### src/rtl/ps2_host_tx_pkg.sv
// PS/2 host transmitter shared definitions.
// FSM state encoding, frame size, command bytes and frame builder.
package ps2_host_tx_pkg;

  typedef enum logic [2:0] {
    IDLE      = 3'd0,
    INHIBIT   = 3'd1,
    RELEASE   = 3'd2,
    SEND      = 3'd3,
    ACK       = 3'd4,
    WAIT_IDLE = 3'd5
  } state_t;

  localparam int PS2_FRAME_BITS = 10;

  localparam logic [7:0] PS2_CMD_SET_LEDS = 8'hED;
  localparam logic [7:0] PS2_CMD_ENABLE   = 8'hF4;
  localparam logic [7:0] PS2_CMD_RESET    = 8'hFF;

  // LSB first on the wire: data, odd parity, stop.
  function automatic logic [PS2_FRAME_BITS-1:0]
    make_frame(input logic [7:0] d);
    return {1'b1, ~^d, d};
  endfunction

endpackage

### src/rtl/ps2_fall_detect.sv
// Falling-edge detector for a synchronised PS/2 clock line.
// Ports: clk, reset (async, high), i_line in; o_fall one-cycle pulse.
module ps2_fall_detect (
  input  logic clk,
  input  logic reset,
  input  logic i_line,
  output logic o_fall
);

  logic r_prev;

  always_ff @(posedge clk or posedge reset) begin
    if (reset) r_prev <= 1'b0;
    else       r_prev <= i_line;
  end

  assign o_fall = r_prev & ~i_line;

endmodule

### src/rtl/ps2_host_tx.sv
// PS/2 host-to-device command transmitter with ack/timeout status.
// Ports: clk, reset, ps2Clk/ps2Data in, txData/txStart request in;
// ps2ClkLow/ps2DataLow pull-low enables, txBusy, txDone, txError out.
module ps2_host_tx
  import ps2_host_tx_pkg::*;
#(
  parameter int INHIBIT_CYCLES = 2700,
  parameter int TIMEOUT_CYCLES = 54000
) (
  input  logic       clk,
  input  logic       reset,
  input  logic       ps2Clk,
  input  logic       ps2Data,
  input  logic [7:0] txData,
  input  logic       txStart,
  output logic       ps2ClkLow,
  output logic       ps2DataLow,
  output logic       txBusy,
  output logic       txDone,
  output logic       txError
);

  localparam int CMAX = (INHIBIT_CYCLES > TIMEOUT_CYCLES)
                      ? INHIBIT_CYCLES : TIMEOUT_CYCLES;
  localparam int CW = $clog2(CMAX + 1);
  localparam int FB = PS2_FRAME_BITS;

  localparam logic [CW-1:0] C_INH_LAST = CW'(INHIBIT_CYCLES - 1);
  localparam logic [CW-1:0] C_TMO      = CW'(TIMEOUT_CYCLES);
  localparam logic [3:0]    C_LAST_BIT = 4'(FB - 1);

  state_t        r_state,    w_state;
  logic [CW-1:0] r_cnt,      w_cnt;
  logic [3:0]    r_bit_cnt,  w_bit_cnt;
  logic [FB-1:0] r_frame,    w_frame;
  logic          r_ok,       w_ok;
  logic          r_clk_low,  w_clk_low;
  logic          r_data_low, w_data_low;
  logic          r_busy,     w_busy;
  logic          r_done,     w_done;
  logic          r_err,      w_err;
  logic          w_fall;

  ps2_fall_detect u_fall (
    .clk    (clk),
    .reset  (reset),
    .i_line (ps2Clk),
    .o_fall (w_fall)
  );

  always_ff @(posedge clk or posedge reset) begin
    if (reset) begin
      r_state    <= IDLE;
      r_cnt      <= '0;
      r_bit_cnt  <= '0;
      r_frame    <= '0;
      r_ok       <= 1'b0;
      r_clk_low  <= 1'b0;
      r_data_low <= 1'b0;
      r_busy     <= 1'b0;
      r_done     <= 1'b0;
      r_err      <= 1'b0;
    end else begin
      r_state    <= w_state;
      r_cnt      <= w_cnt;
      r_bit_cnt  <= w_bit_cnt;
      r_frame    <= w_frame;
      r_ok       <= w_ok;
      r_clk_low  <= w_clk_low;
      r_data_low <= w_data_low;
      r_busy     <= w_busy;
      r_done     <= w_done;
      r_err      <= w_err;
    end
  end

  always_comb begin
    w_state    = r_state;
    w_cnt      = r_cnt;
    w_bit_cnt  = r_bit_cnt;
    w_frame    = r_frame;
    w_ok       = r_ok;
    w_clk_low  = r_clk_low;
    w_data_low = r_data_low;
    w_busy     = r_busy;
    w_done     = 1'b0;
    w_err      = 1'b0;

    unique case (r_state)
      IDLE: begin
        w_clk_low  = 1'b0;
        w_data_low = 1'b0;
        if (txStart) begin
          w_frame   = make_frame(txData);
          w_cnt     = '0;
          w_bit_cnt = '0;
          w_clk_low = 1'b1;
          w_busy    = 1'b1;
          w_state   = INHIBIT;
        end
      end
      INHIBIT: begin
        if (r_cnt == C_INH_LAST) begin
          // Start bit goes out with the clock release.
          w_data_low = 1'b1;
          w_clk_low  = 1'b0;
          w_cnt      = '0;
          w_state    = RELEASE;
        end else begin
          w_cnt = r_cnt + 1'b1;
        end
      end
      RELEASE, SEND: begin
        w_clk_low = 1'b0;
        if (w_fall) begin
          w_data_low = ~r_frame[0];
          w_frame    = {1'b0, r_frame[FB-1:1]};
          w_bit_cnt  = r_bit_cnt + 1'b1;
          w_state    = (r_bit_cnt == C_LAST_BIT)
                     ? ACK : SEND;
        end
      end
      ACK: begin
        if (w_fall) begin
          w_ok    = ~ps2Data;
          w_state = WAIT_IDLE;
        end
      end
      WAIT_IDLE: begin
        if (ps2Clk && ps2Data) begin
          w_done  = r_ok;
          w_err   = ~r_ok;
          w_busy  = 1'b0;
          w_state = IDLE;
        end
      end
      default: w_state = IDLE;
    endcase

    // Inter-edge watchdog once the device owns the clock.
    if (r_state inside {RELEASE, SEND, ACK, WAIT_IDLE}) begin
      if (w_fall) begin
        w_cnt = '0;
      end else if (r_cnt == C_TMO) begin
        w_clk_low  = 1'b0;
        w_data_low = 1'b0;
        w_done     = 1'b0;
        w_err      = 1'b1;
        w_busy     = 1'b0;
        w_cnt      = '0;
        w_state    = IDLE;
      end else begin
        w_cnt = r_cnt + 1'b1;
      end
    end
  end

  assign ps2ClkLow  = r_clk_low;
  assign ps2DataLow = r_data_low;
  assign txBusy     = r_busy;
  assign txDone     = r_done;
  assign txError    = r_err;

endmodule

### config.mk
export PLATFORM = sky130hd
export DESIGN_NAME = ps2_host_tx
export DESIGN_NICKNAME = d
export VERILOG_FILES = /design/src/rtl/ps2_host_tx_pkg.sv /design/src/rtl/ps2_fall_detect.sv /design/src/rtl/ps2_host_tx.sv
export SDC_FILE = /design/constraint.sdc
export NUM_CORES = 1
export LEC_CHECK = 0
export ABC_CLOCK_PERIOD_IN_PS = 6600
export CORE_MARGIN = 2
export CORE_UTILIZATION = 30
export DETAILED_ROUTE_END_ITERATION = 6
export GPL_TIMING_DRIVEN = 0
export PLACE_DENSITY = 0.48
export SYNTH_ARGS = -nofsm -noshare
export SYNTH_HDL_FRONTEND = slang
export SYNTH_HIERARCHICAL = 1
export SYNTH_SLANG_ARGS = --single-unit
### constraint.sdc
create_clock -name clk -period 6.6 [get_ports clk]
set_clock_uncertainty 0.2 [all_clocks]
set_input_delay 1.65 -clock clk [delete_from_list [all_inputs] [get_ports clk]]
set_output_delay 1.65 -clock clk [all_outputs]
set_load 0.005 [all_outputs]
## Word level (Yosys, flattened, before mapping)

Cells that the tools add are included.

- Register bits after elaboration: 40
- Input bits: 13
- Output and inout bits: 5
- Logic and storage cells: 89

- $add $sub $neg: 2
- Eq/ne operators: 11
- Mux-type cells: 50
- Bitwise logic cells: 5
- Reduce and logical (&&, ||, !) cells: 10

Operators by type and width:

| kind | number |
|---|---|
| 2-to-1 mux 16 bit | 5 |
| case mux 16 bit (2 select lines) | 1 |
| 2-to-1 mux 3 bit | 9 |
| 2-to-1 mux 1 bit | 25 |
| 2-to-1 mux 10 bit | 2 |
| case mux 10 bit (2 select lines) | 1 |
| adder 16 x 1 -> 16 bit, second input constant | 1 |
| equality test 16 x 12 -> 1 bit, second input constant | 1 |
| equality test 16 bit, second input constant | 1 |
| case mux 3 bit (5 select lines) | 1 |
| 2-to-1 mux 4 bit | 2 |
| case mux 4 bit (2 select lines) | 1 |
| XNOR reduction 8 bit | 1 |
| equality test 3 x 2 -> 1 bit, second input constant | 2 |
| equality test 3 bit, second input constant | 2 |
| case mux 1 bit (3 select lines) | 2 |
| adder 4 x 1 -> 4 bit, second input constant | 1 |
| equality test 4 bit, second input constant | 1 |
| inverter 1 bit | 4 |
| AND reduction 2 bit | 2 |
| nonzero test 4 bit | 1 |
| equality test 3 x 1 -> 1 bit, second input constant | 1 |
| logical NOT 3 bit | 1 |
| inequality test 3 bit, second input constant | 1 |
| 9 further kinds | 9 |

## Logic depth before layout (Yosys ltp)

Gate-level depths: netlist of the first run.

- Word-level depth: 7
- Depth in mapped cells: 8
- Mapped depth without buffers: 7

## Modules after synthesis

Netlist of the first run, hierarchy kept.

Modules (own cells, without submodules):

| module | times used | cells an instance | area each (µm²) | seq. area each (µm²) |
|---|---|---|---|---|
| ps2_host_tx | 1 | 235 | 2220.9 | 975.9 |
| ps2_fall_detect | 1 | 3 | 42.5 | 25.0 |

## Worst setup path after synthesis of the first run

OpenSTA, ideal clock, no wires.

- Kind: input to register
- From: input txStart
- To: register r_bit_cnt[0]
- Setup time: 139 ps
- Data arrival time: 3034 ps
- Required time: 6261 ps
- Path slack: 3227 ps
- Cell stages on the path: 4
- Buffers on the path: 1
- Path through: or4b_2 -> a21oi_1 -> clkbuf_1 -> mux2i_1

- Word-level cells in the longest chain between the ends: 2

Ends and longest elaborated chain:

| element | line | text |
|---|---|---|
| start, declared | ps2_host_tx.sv:15 | `input logic txStart,` |
| inequality test 2 bit (no source line) | n/a |  |
| AND reduction 3 bit (no source line) | n/a |  |
| end signal, assigned | ps2_host_tx.sv:66 | `r_bit_cnt <= w_bit_cnt;` |
| end, declared | ps2_host_tx.sv:34 | `logic [3:0] r_bit_cnt, w_bit_cnt;` |

Every way passes these cells.
A chain may end at the register's enable or synchronous reset.

## Worst setup path after layout of the first run

- From: input txStart
- To: register r_bit_cnt[1]

The elaborated chain is that of the path after synthesis.

==> results of run 1 <==
==> final cells by class <==
class | instances | area [µm²]
clock buffers | 5 | 68.8
inverters | 12 | 45.0
multi-input cells | 177 | 1180
well taps | 99 | 124
fillers | 782 | 4620
plain buffers | 9 | 38.8
flip-flops and latches | 40 | 1000
clock inverters | 3 | 47.5
repair buffers | 17 | 170
==> logic make-up after synthesis <==
family	Yosys count	share of synthesized area
muxes	13	0.0586
buffers and inverters	21	0.0370
xor gates and xnor gates	9	0.0348
and+or+nand+nor	91	0.219
DFF	40	0.442
AOI/OAI and AO/OA	57	0.169
adders and majority gates	7	0.0387
==> layer usage <==
layer | share of wire | global-route usage | routed length, µm
met5 | 0 | 0 | 0
met4 | 0.017 | 0.0455 | 83
met3 | 0.031 | 0.0275 | 154
met2 | 0.45 | 0.197 | 2230
met1 | 0.50 | 0.178 | 2480
==> sequential cells by signal (all words and copies together) (netlist names), 3 cells and up <==
name / count
r_cnt: 16
r_frame: 10
r_state: 3
r_bit_cnt: 4
==> report_power, final <==
| group | internal [mW] | total, mW | switching [mW] | leakage (nW) |
|---|---|---|---|---|
| combinational | 0.0597 | 0.116 | 0.0561 | 0.521 |
| clock | 0.114 | 0.210 | 0.0964 | 0.0583 |
| sequential | 0.283 | 0.316 | 0.0325 | 0.509 |
| total | 0.457 | 0.642 | 0.185 | 1.09 |
==> path summary, 6_finish.rpt <==
path	start	end	slack [ps]
max in group asynchronous	reset	r_cnt[15]	4010
min in group asynchronous	reset	u_fall/r_prev	1330
max	txStart	r_bit_cnt[1]	2660
min reg2reg	r_ok	txError	280
max reg2reg	r_cnt[0]	r_state[1]	3630
min	r_ok	txError	280
==> cells in the mapped netlist (6+ instances only) <==
library cell,instances
dfrtp_1,40
clkbuf_1,7
inv_1,12
o21ai_1,6
a22o_1,10
ha_1,7
mux2i_1,11
nor3_1,7
a21oi_1,16
o21ai_0,9
nor2_1,28
xnor2_1,7
nand3_1,6
nand2_1,14
==> through the flow <==
step	total power [mW]	std cells	cell area (µm²)
6_report	0.642	362	2670
5_1_grt	0.686	362	2670
4_1_cts	0.651	362	2670
3_5_place_dp	0.438	354	2560
3_3_place_gp	0.436	354	2560
2_1_floorplan	0.396	238	2260
==> flow_summary.toml, run 1 <==
[clock_network]
cts_buffers = 5
cts.sinks = 40
clk_latency_ps = 300
hold_buffers = 0
htreeDepth = 2
cts_root_buf = "clkbuf_8"
tritoncts = "done"
cts_buffer_depth = 2
clk_pin_slew_ps = 80
post_cts_buffers = 0
ctsResizeCount = 0

[synth]
synth_warnings = 6
synth_area_leaders = "dfrtp_1 (44%), mux2i_1 (4.9%), nor2_1 (4.6%)"
synth.top_cell.area_share = 0.442
syn_inst = 238
synth-seq-area-share = 0.442
ys_ff_latch = 40
synth_edf_count = 0
avgSynthCellArea_um2 = 9.51
yosysTopAreaCell = "dfrtp_1"
synth_nets = 258
synth-main-ff-cell = "dfrtp_1"
async_flop_share = 1.00
synth_cell_type_count = 48
synth_area_mm2 = 0.00226

[timing]
final-hold-violation-count = 0
setup_viol = 0
rsz0062_at_grt = "no"
whs_ps = 277
min_period_over_period = 0.597
final_max_slew_viol_count = 0
relSlewSlack = 0.381
setup_tns_ps = 0
tightest_slew_ps = 921
setup_ws_ps = 2660
max_freq_mhz = 254
period_needed_ps = 3940

[floorplanning]
die_y_um = 90.9
coreArea_mm2 = 0.00729
fp.dieW_um = 90.9
dieArea_mm2 = 0.00826
num_io_pins = 18
rows = 31
start_util = 0.310

[place]
portBuffers = 17
preCtsSetupSlack_ps = 2350
hpwl_um = 3470
place.gp.congestion = 0.776

[grt]
track_usage = 0.128
overflow = 0
grt_antenna_before_repair = 0
grt_pass1_wl_um = 8630
grt_pass1_vias = 1753
grt_max_degree = 40

[final_layout]
final_nets = 282
drive_gt1_frac = 0.0722
final_util = 0.367
final_common_cell = "dfrtp_1"
syn2layout_area_growth_pct = 18.1
mostFrequentLayoutCells = "dfrtp_1 (40), nor2_1 (28), clkdlybuf4s50_1 (17), a21oi_1 (16), nand2_1 (14)"
n_antenna_cell = 0

[worst_setup_path]
crit_path_max_incr_delay_ps = 680
worstSetupPathType = "primary input to register"
cp.depth = 5
crit_family = "buffers and inverters"
rr_worst_depth = 6
cp.required_ps = 6560
slowest_stage = "or4b_2"
path_cells = "clkdlybuf4s50_1, or4b_2, a21oi_1, clkbuf_1, o21ai_0"
crit_buf_inv = 2
cp_max_fo = 10
critPathCaptureType = "register"
critPathLaunchType = "primary input"
cp.arrival_ps = 3900

[drt]
drt_iter0_markers = 63
wl_um = 4950
drcViolationCount = 0
final_antenna_net_count = 0
viasPerCell = 5.02
num_vias = 1816
wire_per_inst_um = 13.7
drt_first_pass_iters = 4

[power_and_ir_drop]
power_leakage_nw = 1.09
ir_drop_mv = 0.128
p_per_area_mw_per_mm2 = 240

[outcome]
outcome = "finished, final reports clean"

[job]
max_cap_violations = 0

[worst_hold_path]
hold_depth = 1
hp-class = "register to register"
(Power assumes the default switching activity.)
==> run 2, diff against run 1 <==
- ABC_CLOCK_PERIOD_IN_PS: 6600 -> 4100
- clock period: 6.6 -> 4.1 ns (I/O delays scaled with it)
==> results of run 2 <==
Same layout as run 1 (identical final DEF). Status: finished, final reports clean.
Among the figures that moved: setup slack after placement 2350 ps -> 476 ps; setup slack after layout 2660 ps -> 785 ps; register-to-register setup slack 3630 ps -> 1130 ps; total power 0.642 mW -> 1.03 mW; worst IR drop on VDD 0.128 mV -> 0.206 mV
